==> src/rtl/control_hazard_unit.sv <==
// control_hazard_unit
//   Control-hazard controller for the RV32IM pipeline. Detects taken control
//   transfers resolved in EX (JAL/JALR and taken branches). On a transfer it:
//   - flushes the front-end pipeline registers;
//   - redirects the PC, holding the redirect while instruction memory is busy;
//   - squashes IF/ID for FETCH_LATENCY cycles while wrong-path fetches drain.
//   It also keeps a saturating count of redirects.
//
// Ports
//   CLK, RESET        clock (rising edge), asynchronous active-high reset
//   EX_VALID          EX stage holds a valid instruction
//   JUMP              EX instruction is JAL/JALR
//   BRANCH            EX instruction is a conditional branch
//   BRANCH_TAKEN      branch condition true (ignored unless BRANCH)
//   TARGET_PC         resolved target from EX
//   IMEM_BUSY         fetch cannot accept a new PC this cycle
//   FLUSH             per-stage flush; bit 0 = IF/ID, bit 1 = ID/EX, ...
//   PC_SEL            PC mux selects REDIRECT_PC
//   REDIRECT_PC       redirect target
//   FLUSH_ACTIVE      a redirect is being detected or serviced
//   REDIRECT_COUNT    saturating count of detected redirects

module control_hazard_unit #(
    parameter int unsigned NUM_STAGES    = 2,
    parameter int unsigned PC_WIDTH      = 32,
    parameter int unsigned FETCH_LATENCY = 1,
    parameter int unsigned CNT_WIDTH     = 16
) (
    input  logic                  CLK,
    input  logic                  RESET,
    input  logic                  EX_VALID,
    input  logic                  JUMP,
    input  logic                  BRANCH,
    input  logic                  BRANCH_TAKEN,
    input  logic [PC_WIDTH-1:0]   TARGET_PC,
    input  logic                  IMEM_BUSY,
    output logic [NUM_STAGES-1:0] FLUSH,
    output logic                  PC_SEL,
    output logic [PC_WIDTH-1:0]   REDIRECT_PC,
    output logic                  FLUSH_ACTIVE,
    output logic [CNT_WIDTH-1:0]  REDIRECT_COUNT
);

    typedef enum logic [1:0] {StIdle, StHold, StDrain} state_e;

    localparam logic [3:0]            DrainInit = 4'(FETCH_LATENCY);
    localparam logic [NUM_STAGES-1:0] FlushAll  = '1;
    localparam logic [NUM_STAGES-1:0] FlushIfId = NUM_STAGES'(1);
    localparam logic [CNT_WIDTH-1:0]  CntMax    = '1;

    state_e                state_q, state_d;
    logic [PC_WIDTH-1:0]   pend_pc_q, pend_pc_d;
    logic [3:0]            drain_cnt_q, drain_cnt_d;
    logic [CNT_WIDTH-1:0]  count_q, count_d;
    logic                  req;

    // Masking with RESET forces all outputs to zero while reset is held,
    // even if a request is presented on the inputs.
    assign req = ~RESET & EX_VALID & (JUMP | (BRANCH & BRANCH_TAKEN));

    always_ff @(posedge CLK or posedge RESET) begin
        if (RESET) begin
            state_q     <= StIdle;
            pend_pc_q   <= '0;
            drain_cnt_q <= '0;
            count_q     <= '0;
        end else begin
            state_q     <= state_d;
            pend_pc_q   <= pend_pc_d;
            drain_cnt_q <= drain_cnt_d;
            count_q     <= count_d;
        end
    end

    always_comb begin
        state_d     = state_q;
        pend_pc_d   = pend_pc_q;
        drain_cnt_d = drain_cnt_q;
        count_d     = count_q;
        FLUSH       = '0;
        PC_SEL      = 1'b0;
        REDIRECT_PC = pend_pc_q;

        if (req) begin
            // A new redirect always wins over any sequence in progress.
            FLUSH       = FlushAll;
            PC_SEL      = 1'b1;
            REDIRECT_PC = TARGET_PC;
            pend_pc_d   = TARGET_PC;
            count_d     = (count_q == CntMax) ? count_q : count_q + CNT_WIDTH'(1);
            if (IMEM_BUSY) begin
                state_d = StHold;
            end else if (FETCH_LATENCY > 0) begin
                state_d     = StDrain;
                drain_cnt_d = DrainInit;
            end else begin
                state_d = StIdle;
            end
        end else begin
            case (state_q)
                StHold: begin
                    PC_SEL = 1'b1;
                    FLUSH  = FlushIfId;
                    if (!IMEM_BUSY) begin
                        // Redirect accepted by fetch this cycle.
                        if (FETCH_LATENCY > 0) begin
                            state_d     = StDrain;
                            drain_cnt_d = DrainInit;
                        end else begin
                            state_d = StIdle;
                        end
                    end
                end
                StDrain: begin
                    FLUSH       = FlushIfId;
                    drain_cnt_d = drain_cnt_q - 4'd1;
                    if (drain_cnt_q <= 4'd1) begin
                        state_d = StIdle;
                    end
                end
                default: begin
                    state_d = StIdle;
                end
            endcase
        end
    end

    assign FLUSH_ACTIVE   = req | (state_q != StIdle);
    assign REDIRECT_COUNT = count_q;

endmodule

==> config.mk <==
export PLATFORM = sky130hd
export DESIGN_NAME = control_hazard_unit
export DESIGN_NICKNAME = d
export VERILOG_FILES = /design/src/rtl/control_hazard_unit.sv
export SDC_FILE = /design/constraint.sdc
export NUM_CORES = 1
export LEC_CHECK = 0
export ABC_AREA = 1
export CORE_UTILIZATION = 42
export CTS_BUF_LIST = sky130_fd_sc_hd__clkbuf_2
export DETAILED_ROUTE_END_ITERATION = 8
export PLACE_DENSITY = 0.78
export REMOVE_ABC_BUFFERS = 1
export SETUP_SLACK_MARGIN = 0.4
export SLEW_MARGIN = 20
export SYNTH_ARGS = -nofsm -noshare
export SYNTH_HDL_FRONTEND = slang
export SYNTH_SLANG_ARGS = --single-unit
==> constraint.sdc <==
create_clock -name CLK -period 1.4 [get_ports CLK]
set_input_delay 0.21 -clock CLK [delete_from_list [all_inputs] [get_ports CLK]]
set_output_delay 0.21 -clock CLK [all_outputs]
set_load 0.005 [all_outputs]
==> reports/results.ini, run 1 <==
[logic_synthesis]
synth_top_area_cell = dfrtp_1
avgSynthCellArea_um2 = 7.55
post_synth_num_cell_types = 20
synthXorXnorAreaFrac = 0.0231
synth-simple-area-share = 0.363
synth_mux_area_frac = 0
synth_top_area_frac = 0.509
synth_fa_ha_area_frac = 0.0283
yosys_register_bits = 54
synth_top_family_by_area = simple AND/OR/NAND/NOR gates
syn_area_um2 = 2660
yosysWarnings = 0
synth_seq_area_share = 0.509
synth_cells = 352
synth_compound_area_frac = 0.0203
ys_top_cells_by_area = dfrtp_1, nand2_1, inv_1

[floorplanning]
rows = 28
start_util = 0.441
io_pins = 91
die_y_um = 81.5
chipWidth_um = 81.5

[clocking]
clk_path_buf_depth = 2
cts_made_buffers = 5
cts_setup_buffers = 153
htreeDepth = 2
cts_resized = 458
hold_buffers = 1
root_buffer = clkbuf_2
cts_num_sinks = 54

[place]
place_ws_ns = -0.645
gp_congestion = 0.766
port_buffers = 90
dpl.hpwl_mm = 4.68

[status]
haltStage = 4_1_cts
outcome = aborted with a tool error
stop_error = [ERROR DPL-0033] detailed placement checks failed during check placement.

-- through the flow --
stage | area [um^2] | utilization | cells | setup TNS (ns)
2_1_floorplan | 2600 | - | 342 | -45.01
3_5_place_dp | 3990 | 0.661 | 554 | -29.73
3_3_place_gp | 3990 | 0.661 | 554 | -30.00
-- cells by family after synthesis --
kind of cell | after synthesis
buf+inv | 35
fa+ha+maj | 6
compound gates | 10
simple gates | 240
xor+xnor | 7
flops | 54
-- cells in the mapped netlist (all sizes together) --
master	number
clkbuf	2
o21ai	9
buf	8
a21oi	1
nand4	8
ha	6
nor2	19
nand2	199
inv	25
nand3	13
xnor2	7
dfrtp	54
or2	1
==> run 2: changes to the inputs <==
--- a/config.mk
+++ b/config.mk
@@ -6,12 +6,10 @@
 export NUM_CORES = 1
 export LEC_CHECK = 0
 export ABC_AREA = 1
-export CORE_UTILIZATION = 42
-export CTS_BUF_LIST = sky130_fd_sc_hd__clkbuf_2
+export CORE_UTILIZATION = 37
 export DETAILED_ROUTE_END_ITERATION = 8
-export PLACE_DENSITY = 0.78
+export PLACE_DENSITY_LB_ADDON = 0.15
 export REMOVE_ABC_BUFFERS = 1
-export SETUP_SLACK_MARGIN = 0.4
 export SLEW_MARGIN = 20
 export SYNTH_ARGS = -nofsm -noshare
 export SYNTH_HDL_FRONTEND = slang
==> constraint.sdc (replaced) <==
create_clock -name CLK -period 1.8 [get_ports CLK]
set_input_delay 0.27 -clock CLK [delete_from_list [all_inputs] [get_ports CLK]]
set_output_delay 0.27 -clock CLK [all_outputs]
set_load 0.005 [all_outputs]
==> reports/results.ini, run 2 <==
[global_route]
grt.busiest_layer = met2
overflow = 0
grt.met1_usage = 0.251
grt_pass1_wl_mm = 11.6
antenna_found_initial = 0
grt_pass1_vias = 2576
grt_use_met3 = 0.0343
grt_use_total = 0.195
grt_max_degree = 21
gr-usage-met2 = 0.336

[logic_synthesis]
yosysWarnings = 0  ; unchanged
synth_cells = 352  ; unchanged
yosysMostFrequentCell = nand2_1
synth_top_area_cell = dfrtp_1
ys_top_cells_by_area = dfrtp_1, nand2_1, inv_1
syn_area_um2 = 2660  ; unchanged
synth_ff_type = dfrtp_1
yosys_register_bits = 54  ; unchanged
synth_common_cells = nand2_1, dfrtp_1, inv_1
synth_edf_count = 0  ; unchanged
synth_top_area_frac = 0.509  ; unchanged
synth_seq_area_share = 0.509  ; unchanged
ys_async_sr_fraction = 1.00  ; unchanged
post_synth_num_cell_types = 20  ; unchanged
avgSynthCellArea_um2 = 7.55  ; unchanged

[drt]
drt_wl_total_mm = 6.78
vias_per_cell = 4.43
post_drt_wl_per_cell_um = 11.4
ant_nets = 0
vias = 2630
drc = 0
first_iter_violations = 97
drt_first_pass_iters = 4

[worst_setup_path]
r2r-start = REDIRECT_COUNT[0]
cp-endpoint = pend_pc_q[8]
r2r_end = REDIRECT_COUNT[2]
cpPeakStageDelay_ns = 0.23
r2r_cells = 8
critPathCaptureType = flip-flop
path_cells = dlygate4sd2_1, nand2_1, nand2_1, nand2_2, inv_4, buf_6, buf_16, nand2_1, nand2_1, buf_4, buf_4, buf_4, buf_4, buf_4, buf_4
rrSetupSlack_ns = 0.25
cp_slowest_cell = dlygate4sd2_1
worst-path-max-fanout = 8
cp_top_family = buffers and inverters
crit_required_ns = 2.00
crit_buf_inv = 10
startpoint = BRANCH_TAKEN
crit_top_cell = buf_4
arrival_ns = 1.91
startpoint_type = primary input
crit_type = in -> reg
crit_cells = 15

[sta]
fin_worst_skew_ns = 0.00500
slew_viol_final = 0
setup_ws_ns = 0.0957
fmax_mhz = 587
rsz0062_at_grt = no
fin_crit_sh = 0.947
final.min_clock_period_ns = 1.70
hold_viol_final = 0
worst_slew_pin_slew_ns = 0.356
setup_violations = 0
slew_headroom = 0.762
holdWs_ns = 0.189

[final_layout]
multi_input_area_um2 = 1160
largest_reg_flops = 32
diodes = 0
fin_cells = 594
max_flop_register = pend_pc_q
drive_gt1_frac = 0.197
syn2layout_area_growth_pct = 57.9
nFillCells = 625
final_cell_mix = nand2_1, dfrtp_1, clkdlybuf4s50_1
fin_nets = 543
seq_area_um2 = 1350
fin_util = 0.611
final_common_cell = nand2_1

[place]
port_buffers = 90  ; unchanged
place_ws_ns = -0.387  ; +0.257 ns
gp_congestion = 0.733  ; -4.3%
dpl.hpwl_mm = 4.87  ; +4.0%
place_inst = 563  ; +1.6%

[floorplanning]
die-area_um2 = 7520
die_y_um = 86.7  ; +6.4%
chipWidth_um = 86.7  ; +6.4%
rows = 30  ; +7.1%
io_pins = 91  ; unchanged
start_util = 0.387  ; -0.0541
coreArea_um2 = 6870

[clocking]
cts_made_buffers = 5  ; unchanged
htreeDepth = 2  ; unchanged
clkTransAtPathRegs_ns = 0.09
clk_path_buf_depth = 2  ; unchanged
cts_tree = done
clk_latency_ns = 0.30
cts_num_sinks = 54  ; unchanged
hold_buffers = 0  ; -1
root_buffer = clkbuf_8

[power_and_ir_drop]
p_leak_nw = 2.17
p_per_area_nw_per_um2 = 778
peakVddDrop_mv = 0.589

[status]
outcome = completed

[run]
max-cap-violations = 0

[worst_hold_path]
hold_path.class = in -> async

-- run 2: cell counts after synthesis --
No cell type changed its count.
-- run 2: worst reg2reg max path: cells and delay by family, from the launching register on --
family / cells / cell delay (ns)
compound gates: 1 / 0.11
fa+ha+maj: 1 / 0.27
buf+inv: 2 / 0.17
flops: 1 / 0.43
simple gates: 4 / 0.44
-- run 2: timing repair --
| action | 4_1_cts | 5_1_grt |
|---|---|---|
| resized for setup | 114 | 0 |
| endpoints found under the setup margin | 36 | 0 |
| setup buffers | 23 | 0 |
-- run 2: worst min path at each step --
| stage | from | to | slack [ns] |
|---|---|---|---|
| 6_report | RESET | pend_pc_q[27] | 0.19 |
| 2_1_floorplan | TARGET_PC[0] | pend_pc_q[0] | 0.42 |
| 3_3_place_gp | drain_cnt_q[3] | drain_cnt_q[3] | 0.46 |
| 5_1_grt | RESET | pend_pc_q[27] | 0.19 |
| 4_1_cts | RESET | pend_pc_q[27] | 0.20 |
| 3_5_place_dp | pend_pc_q[27] | pend_pc_q[27] | 0.47 |
-- run 2: logic make-up (layout without fill, tap and decap cells) --
logic type | Yosys count | after routing | share of synthesized area
simple gates | 240 | 240 | 0.363
compound gates | 10 | 10 | 0.0203
flops | 54 | 54 | 0.509
fa+ha+maj | 6 | 6 | 0.0283
buf+inv | 35 | 181 | 0.0565
xor+xnor | 7 | 7 | 0.0231
-- run 2: cell type report --
type	count	area share
clock inverter	2	0.00239
sequential	54	0.322
clock buffer	5	0.0164
timing repair buffer	149	0.330
multi-input combinational	263	0.278
inverter	25	0.0230
tap	96	0.0286
-- run 2: through the flow --
stage / total power [mW] / setup TNS, ns / instance area [um^2]
detailed placement: 2.64 / -14.47 / 3970
global placement: 2.63 / -13.72 / 3970
floorplan: 1.96 / -11.34 / 2600
CTS: 3.30 / 0 / 4200
finish: 3.26 / 0 / 4200
global route: 3.50 / 0 / 4200
-- run 2: report_power, final --
group / leakage, nW / switching (mW) / internal [mW] / total [mW]
clock network: 0.0438 / 0.374 / 0.262 / 0.637
registers: 0.696 / 0.129 / 1.40 / 1.53
logic: 1.43 / 0.461 / 0.631 / 1.09
total: 2.17 / 0.964 / 2.30 / 3.26
-- run 2: per-layer routing --
metal,vias to the layer above,share of wire
met2,63,0.48
met5,-,0
li1,1366,-
met1,1192,0.46
met4,0,0.016
met3,9,0.047
(Power assumes the default switching activity.)
